**config.mk**
```make
export PLATFORM = sky130hd
export DESIGN_NAME = ad4003_sample_packer_flat
export DESIGN_NICKNAME = d
export VERILOG_FILES = /design/src/rtl/ad4003_sample_packer_if.sv /design/src/rtl/ad4003_sample_packer.sv /design/src/flat_wrapper.sv
export SDC_FILE = /design/constraint.sdc
export NUM_CORES = 1
export LEC_CHECK = 0
export CAP_MARGIN = 20
export CORE_ASPECT_RATIO = 1.5
export CORE_MARGIN = 2
export CORE_UTILIZATION = 28
export DETAILED_ROUTE_END_ITERATION = 12
export GPL_ROUTABILITY_DRIVEN = 0
export GPL_TIMING_DRIVEN = 0
export PLACE_DENSITY_LB_ADDON = 0.2
export SETUP_SLACK_MARGIN = 0.2
export SLEW_MARGIN = 25
export SYNTH_ARGS = -nofsm -noshare
export SYNTH_HDL_FRONTEND = slang
export SYNTH_SLANG_ARGS = --single-unit
```
**constraint.sdc**
```tcl
create_clock -name clk_100 -period 4.5 [get_ports clk_100]
set_input_delay 0.9 -clock clk_100 [delete_from_list [all_inputs] [get_ports clk_100]]
set_output_delay 0.9 -clock clk_100 [all_outputs]
set_load 0.01 [all_outputs]
```
**src/rtl/ad4003_sample_packer_if.sv**
```systemverilog
// ad4003_sample_packer_if: AXI4-Stream link carrying packed AD4003 sample words to the DMA.
interface ad4003_sample_packer_if;
  logic [31:0] tdata;
  logic        tvalid;
  logic        tready;
  logic        tlast;
  modport master(output tdata, tvalid, tlast, input tready);
  modport slave(input tdata, tvalid, tlast, output tready);
endinterface

```
**src/rtl/ad4003_sample_packer.sv**
```systemverilog
// ad4003_sample_packer: tags AD4003 A/B sample pairs with a counter, buffers them and streams 32-bit words.
module ad4003_sample_packer #(
  parameter int ADC_DATA_WIDTH = 18,
  parameter int FIFO_DEPTH = 16,
  parameter int PACKET_LEN = 64
) (
  input  logic                          clk_100,
  input  logic                          rst_n,
  input  logic                          acq_en,
  input  logic                          sample_strobe,
  input  logic [ADC_DATA_WIDTH-1:0]     parallel_data_a,
  input  logic [ADC_DATA_WIDTH-1:0]     parallel_data_b,
  ad4003_sample_packer_if.master        m_axis,
  output logic [$clog2(FIFO_DEPTH):0]   fifo_level,
  output logic                          overflow
);
  localparam int AW = $clog2(FIFO_DEPTH);
  localparam int LW = $clog2(PACKET_LEN);
  localparam int EW = 13 + 2 * ADC_DATA_WIDTH;
  typedef enum logic [1:0] {IDLE, SEND_A, SEND_B} state_t;
  state_t state, state_nxt;
  logic [EW-1:0] mem [FIFO_DEPTH];
  logic [AW-1:0] wr_ptr, rd_ptr;
  logic [12:0] sample_cnt, out_cnt;
  logic [ADC_DATA_WIDTH-1:0] out_a, out_b;
  logic acq_q, acq_qq, clr, take, full, empty, push, pop;
  assign clr   = acq_q & ~acq_qq;
  assign take  = sample_strobe & acq_en;
  assign full  = fifo_level == (AW+1)'(FIFO_DEPTH);
  assign empty = fifo_level == '0;
  assign push  = take & ~full;
  // Dropped strobes still advance the count so the gap shows up downstream
  always_ff @(posedge clk_100 or negedge rst_n)
    if (!rst_n) begin
      acq_q      <= 1'b0;
      acq_qq     <= 1'b0;
      sample_cnt <= '0;
      overflow   <= 1'b0;
    end else begin
      acq_q      <= acq_en;
      acq_qq     <= acq_q;
      sample_cnt <= clr ? '0 : sample_cnt + 13'(take);
      overflow   <= ~clr & (overflow | (take & full));
    end
  always_ff @(posedge clk_100)
    if (push) mem[wr_ptr] <= {clr ? 13'd0 : sample_cnt, parallel_data_a, parallel_data_b};
  always_ff @(posedge clk_100 or negedge rst_n)
    if (!rst_n) begin
      wr_ptr     <= '0;
      rd_ptr     <= '0;
      fifo_level <= '0;
    end else begin
      wr_ptr     <= wr_ptr + AW'(push);
      rd_ptr     <= rd_ptr + AW'(pop);
      fifo_level <= fifo_level + (AW+1)'(push) - (AW+1)'(pop);
    end
  always_ff @(posedge clk_100 or negedge rst_n)
    if (!rst_n) begin
      state                   <= IDLE;
      {out_cnt, out_a, out_b} <= '0;
    end else begin
      state <= state_nxt;
      if (pop) {out_cnt, out_a, out_b} <= mem[rd_ptr];
    end
  // Popping at the SEND_B handshake keeps pairs back-to-back without a bubble
  always_comb begin
    pop = ~empty & ((state == IDLE) | ((state == SEND_B) & m_axis.tready));
    state_nxt = state;
    if (pop) state_nxt = SEND_A;
    else if (state == SEND_A && m_axis.tready) state_nxt = SEND_B;
    else if (state == SEND_B && m_axis.tready) state_nxt = IDLE;
    m_axis.tvalid = state != IDLE;
    m_axis.tlast  = (state == SEND_B) && (&out_cnt[LW-1:0]);
    m_axis.tdata  = state == SEND_A ? {1'b0, out_cnt, out_a} :
                    state == SEND_B ? {1'b1, out_cnt, out_b} : '0;
  end
endmodule

```
**src/flat_wrapper.sv**
```systemverilog
// flat-port wrapper written by rule: the top's interface ports become plain ports
module ad4003_sample_packer_flat 
#(
  parameter int ADC_DATA_WIDTH = 18,
  parameter int FIFO_DEPTH = 16,
  parameter int PACKET_LEN = 64
)
  (clk_100, rst_n, acq_en, sample_strobe, parallel_data_a, parallel_data_b, fifo_level, overflow, m_axis_tdata, m_axis_tvalid, m_axis_tlast, m_axis_tready);
  ad4003_sample_packer_if m_axis_i ();
  input  logic clk_100;
  input  logic rst_n;
  input  logic acq_en;
  input  logic sample_strobe;
  input  logic [ADC_DATA_WIDTH-1:0] parallel_data_a;
  input  logic [ADC_DATA_WIDTH-1:0] parallel_data_b;
  output logic [$clog2(FIFO_DEPTH):0] fifo_level;
  output logic overflow;
  output wire logic [$bits(m_axis_i.tdata)-1:0] m_axis_tdata;
  output wire logic [$bits(m_axis_i.tvalid)-1:0] m_axis_tvalid;
  output wire logic [$bits(m_axis_i.tlast)-1:0] m_axis_tlast;
  input wire logic [$bits(m_axis_i.tready)-1:0] m_axis_tready;
  assign m_axis_tdata = m_axis_i.tdata;
  assign m_axis_tvalid = m_axis_i.tvalid;
  assign m_axis_tlast = m_axis_i.tlast;
  assign m_axis_i.tready = m_axis_tready;
  ad4003_sample_packer #(.ADC_DATA_WIDTH(ADC_DATA_WIDTH), .FIFO_DEPTH(FIFO_DEPTH), .PACKET_LEN(PACKET_LEN)) u_core (.clk_100(clk_100), .rst_n(rst_n), .acq_en(acq_en), .sample_strobe(sample_strobe), .parallel_data_a(parallel_data_a), .parallel_data_b(parallel_data_b), .m_axis(m_axis_i), .fifo_level(fifo_level), .overflow(overflow));
endmodule
```
==> flow_summary.rst <==
.. list-table::
   :header-rows: 1

   * - Metric
     - Value
   * - Result of the run
     - complete, no violations
   * - Endpoint of the worst setup timing path
     - m_axis_tdata[16]
   * - Total of hold buffers inserted after clock tree synthesis
     - 0
   * - Number of synthesized register bits
     - 864
   * - Area used by sequential logic in the layout
     - 0.0255 sq mm
   * - Most common cell after layout, fill and taps aside
     - edfxtp_1
   * - Required time at the endpoint of the critical path
     - 3.60 ns
   * - Worst Hold Class
     - input pin to async pin
   * - Die Y-Extent
     - 425 microns
   * - Total standard cell area after synthesis
     - 0.0331 sq mm
   * - Final core utilization
     - 34.0%
   * - Total iterations of the first detailed-routing run
     - 5
   * - Share of flip-flops with an asynchronous set or reset after synthesis
     - just over 9%
   * - Wire length reported by the detailed router
     - 93600 microns
   * - Most instantiated flip-flop cell in the synthesis netlist
     - edfxtp_1
   * - Remaining Overflow, GRT
     - 0
   * - Number of nets with antenna violations after routing
     - 0
   * - Number of buffer cells added on primary ports
     - 80
   * - Worst IR drop on VDD
     - 0.000316 V
   * - Worst relative slew slack
     - between 20% and 30%
   * - Maximum number of pins on one net before global-route repair
     - 42
   * - Leading cell types in the layout, fill and taps excluded
     - 784 x edfxtp_1, 196 x mux4_2, 89 x clkbuf_16
   * - Max cap viols
     - 0
   * - Antenna violations before repair
     - 6
   * - Largest fanout of any net on the critical path
     - 10
   * - Logic depth of the worst register-to-register path
     - 14
   * - Fraction of final layout cells with drive strength greater than 1
     - 24.8%
   * - Total half-perimeter wirelength after legalization and detailed placement
     - 63600 microns
   * - Unrepaired setup endpoints after global routing
     - false
   * - Critical path launch point
     - u_core.state[0]$_DFFE_PN0P_
   * - Uppermost metal layer occupied by signal nets
     - met5
   * - Transition time of the tightest slew-check pin
     - 1.06 ns
   * - Clock skew after layout
     - 0.0321 ns
   * - Worst-case register-to-register setup slack
     - 0.88 ns
   * - Crit path kind
     - flip-flop to output pin
   * - Final clock period utilization by the worst path
     - between 80% and 90%
   * - Die span in x
     - 285 microns
   * - Number of flops mapped to enable cells by yosys
     - slightly below 800
   * - Routed length on met1
     - ~38000 microns
   * - Slowest-stage cell, CP
     - clkdlybuf4s50_1
   * - Crit path DAT
     - between 3 and 4 ns
   * - I/O pin count
     - 81
   * - Global-route wire length before repair
     - 134000 microns
   * - Finished Layout Cells
     - 3384
   * - Floorplan die area
     - between 0.1 and 0.15 sq mm
   * - Wire length per cell after detailed routing
     - 27.7 microns
   * - Number of global-route vias before repair
     - 17900
   * - Final number of max-transition violations
     - 0
   * - Capture point of the worst reg-to-reg path
     - u_core.fifo_level[4]$_DFF_PN0_
   * - Number of failing setup endpoints in the final timing report
     - 0
   * - Yosys warning count
     - 0
   * - Category of the worst setup path launch point
     - flip-flop
   * - Met2 layer wire length in the routed design
     - around 50000 microns
   * - Leakage dissipation
     - 12.6 nW
   * - Reg-to-reg critical path startpoint
     - u_core.fifo_level[3]$_DFF_PN0_
   * - Number of distinct standard cells referenced by the synthesized netlist
     - between 40 and 50
   * - Fin. Hold Viols
     - 0
   * - Area Growth Syn to Fin
     - 20.5%
   * - Count of mapped cells out of synthesis
     - 1526
   * - Drc violations
     - 0
   * - Max Clk Rate
     - between 200 and 250 MHz
   * - Number of buffers created by CTS
     - 86
   * - Via-to-Cell Ratio
     - 4.89
   * - Number of cells after detailed placement
     - 3225
   * - Number of nets produced by synthesis
     - 1580
   * - Global Route Usage Sum
     - 15.6%
   * - Final worst path period need
     - roughly 4 ns
   * - H-tree depth
     - 3
   * - Power density relative to cell area
     - between 500 and 600 mW/mm^2
   * - CTS tree
     - built
   * - TritonCTS Sinks
     - 864
   * - Type of destination of the critical path
     - output pin
   * - Post-layout nets
     - 1806
   * - Multi-input combinational cell area
     - 0.00726 sq mm
   * - Core area
     - 0.118 sq mm
   * - Number of rows created at floorplan
     - 154
   * - Seq/Total Area, Yosys
     - ~77%
   * - Routed via count
     - 16600
   * - Clock transition at path regs
     - ~0.07 ns
   * - Worst stage delay on the critical path
     - around 0.6 ns
   * - DRC violation total after the first TritonRoute iteration
     - 1233
   * - Met3 wire len
     - 3420 microns
   * - Clk Latency, worst-skew pair
     - ~0.67 ns
   * - Starting density of the core
     - 28.2%
   * - Max clock buf depth
     - 3
   * - Average footprint of a synthesized cell
     - around 22 sq um
   * - Layout filler cell count
     - 11100
   * - Cells traversed along the worst timing path
     - nor2b_1, clkbuf_1, buf_1, a22o_1, clkdlybuf4s50_1
   * - Clock root cell
     - clkbuf_16
## kinds of logic (layout without fill, tap and decap cells)
logic type                 after synthesis  in the layout  share of synthesized area (%)
AOI/OAI and AO/OA                      179            179                           4.05
DFF                                    864            864                           77.1
xor gates and xnor gates                11             11                          0.291
adders and majority gates               13             13                          0.513
other                                    0              1                              0
buffers and inverters                  109            406                           1.43
muxes                                  249            249                           14.9
and+or+nand+nor                        101            101                           1.70
## worst min path at each step
| stage | endpoint | slack (ns) | cells past startpoint |
|---|---|---|---|
| after floorplan | u_core.acq_qq$_DFF_PN0_ | 0.37 | 0 |
| after global placement | u_core.acq_qq$_DFF_PN0_ | 0.41 | 0 |
| after detailed placement | u_core.acq_qq$_DFF_PN0_ | 0.40 | 0 |
| after CTS | u_core.fifo_level[2]$_DFF_PN0_ | 0.13 | 1 |
| after global routing | u_core.fifo_level[2]$_DFF_PN0_ | 0.17 | 1 |
| final | u_core.fifo_level[2]$_DFF_PN0_ | 0.16 | 1 |
## state kept, by name (all words and copies together), names as in the netlist
| name | count |
|---|---|
| u_core.overflow | 1 |
| u_core.out_a | 18 |
| u_core.rd_ptr | 4 |
| u_core.acq_q | 1 |
| u_core.sample_cnt | 13 |
| u_core.wr_ptr | 4 |
| u_core.mem | 784 |
| u_core.fifo_level | 5 |
| u_core.state | 2 |
| u_core.acq_qq | 1 |
| u_core.out_cnt | 13 |
| u_core.out_b | 18 |
## routing by layer
metal	GRT usage, %	vias to the layer above
li1	-	6939
met1	19.1	9088
met2	28.1	383
met3	2.35	135
met4	5.10	8
met5	0	-
## synthesized netlist by cell type, drive strengths merged, types with 4 or more instances
master	count	area [sq um]
nand4	4	25.0
buf	45	234
nor4	4	25.0
mux2	4	45.0
inv	9	33.8
nor2	26	97.6
o22ai	49	307
a221oi	49	492
edfxtp	784	23500
nand2	6	22.5
a31oi	49	307
and2	28	175
a21oi	7	35.0
clkbuf	55	206
ha	12	150
a22o	18	158
dfrtp	80	2000
xnor2	4	35.0
mux2i	49	490
nand3	7	35.0
xor2	7	61.3
nor3	4	20.0
nand2b	5	31.3
mux4	196	4410
## power breakdown
group	leakage [nW]	switching [mW]	internal (mW)
Combinational	3.32	3.86	2.87
Clock	1.33	3.04	4.00
Sequential	7.95	0.432	9.42
Total	12.6	7.33	16.3
## layout make-up
type / instances / area share (%)
Tap cell: 1560 / 4.89
Buffer: 99 / 1.11
Clock inverter: 48 / 1.00
Sequential cell: 864 / 63.9
Multi-Input combinational cell: 553 / 18.2
Inverter: 9 / 0.0846
Antenna cell: 1 / 0.00626
Timing Repair Buffer: 139 / 4.97
Clock buffer: 111 / 5.83
## critical path, delay by kind of cell, from the launching register on
family,cells,cell delay (ns)
flops,1,0.43
simple gates,1,0.16
buf+inv,3,1.42
compound gates,1,0.42
## what timing repair did
action	in CTS	in global routing
gates resized for setup	0	0
setup endpoints to repair	10	0
buffers inserted	0	0
## metrics by stage
stage | power, mW | area (sq um) | setup TNS, ns | hold slack [ns] | setup slack [ns]
after floorplan | 13.9 | 33200 | 0 | 0.368 | 0.531
after global placement | 16.7 | 35900 | -2617.66 | 0.408 | -3.79
final | 23.6 | 40000 | 0 | 0.162 | 0.497
after detailed placement | 17.0 | 37200 | 0 | 0.398 | 0.0196
after CTS | 24.0 | 39900 | 0 | 0.131 | 0.488
after global routing | 24.6 | 40000 | 0 | 0.168 | 0.321
Power figures use the tool's default switching activity.
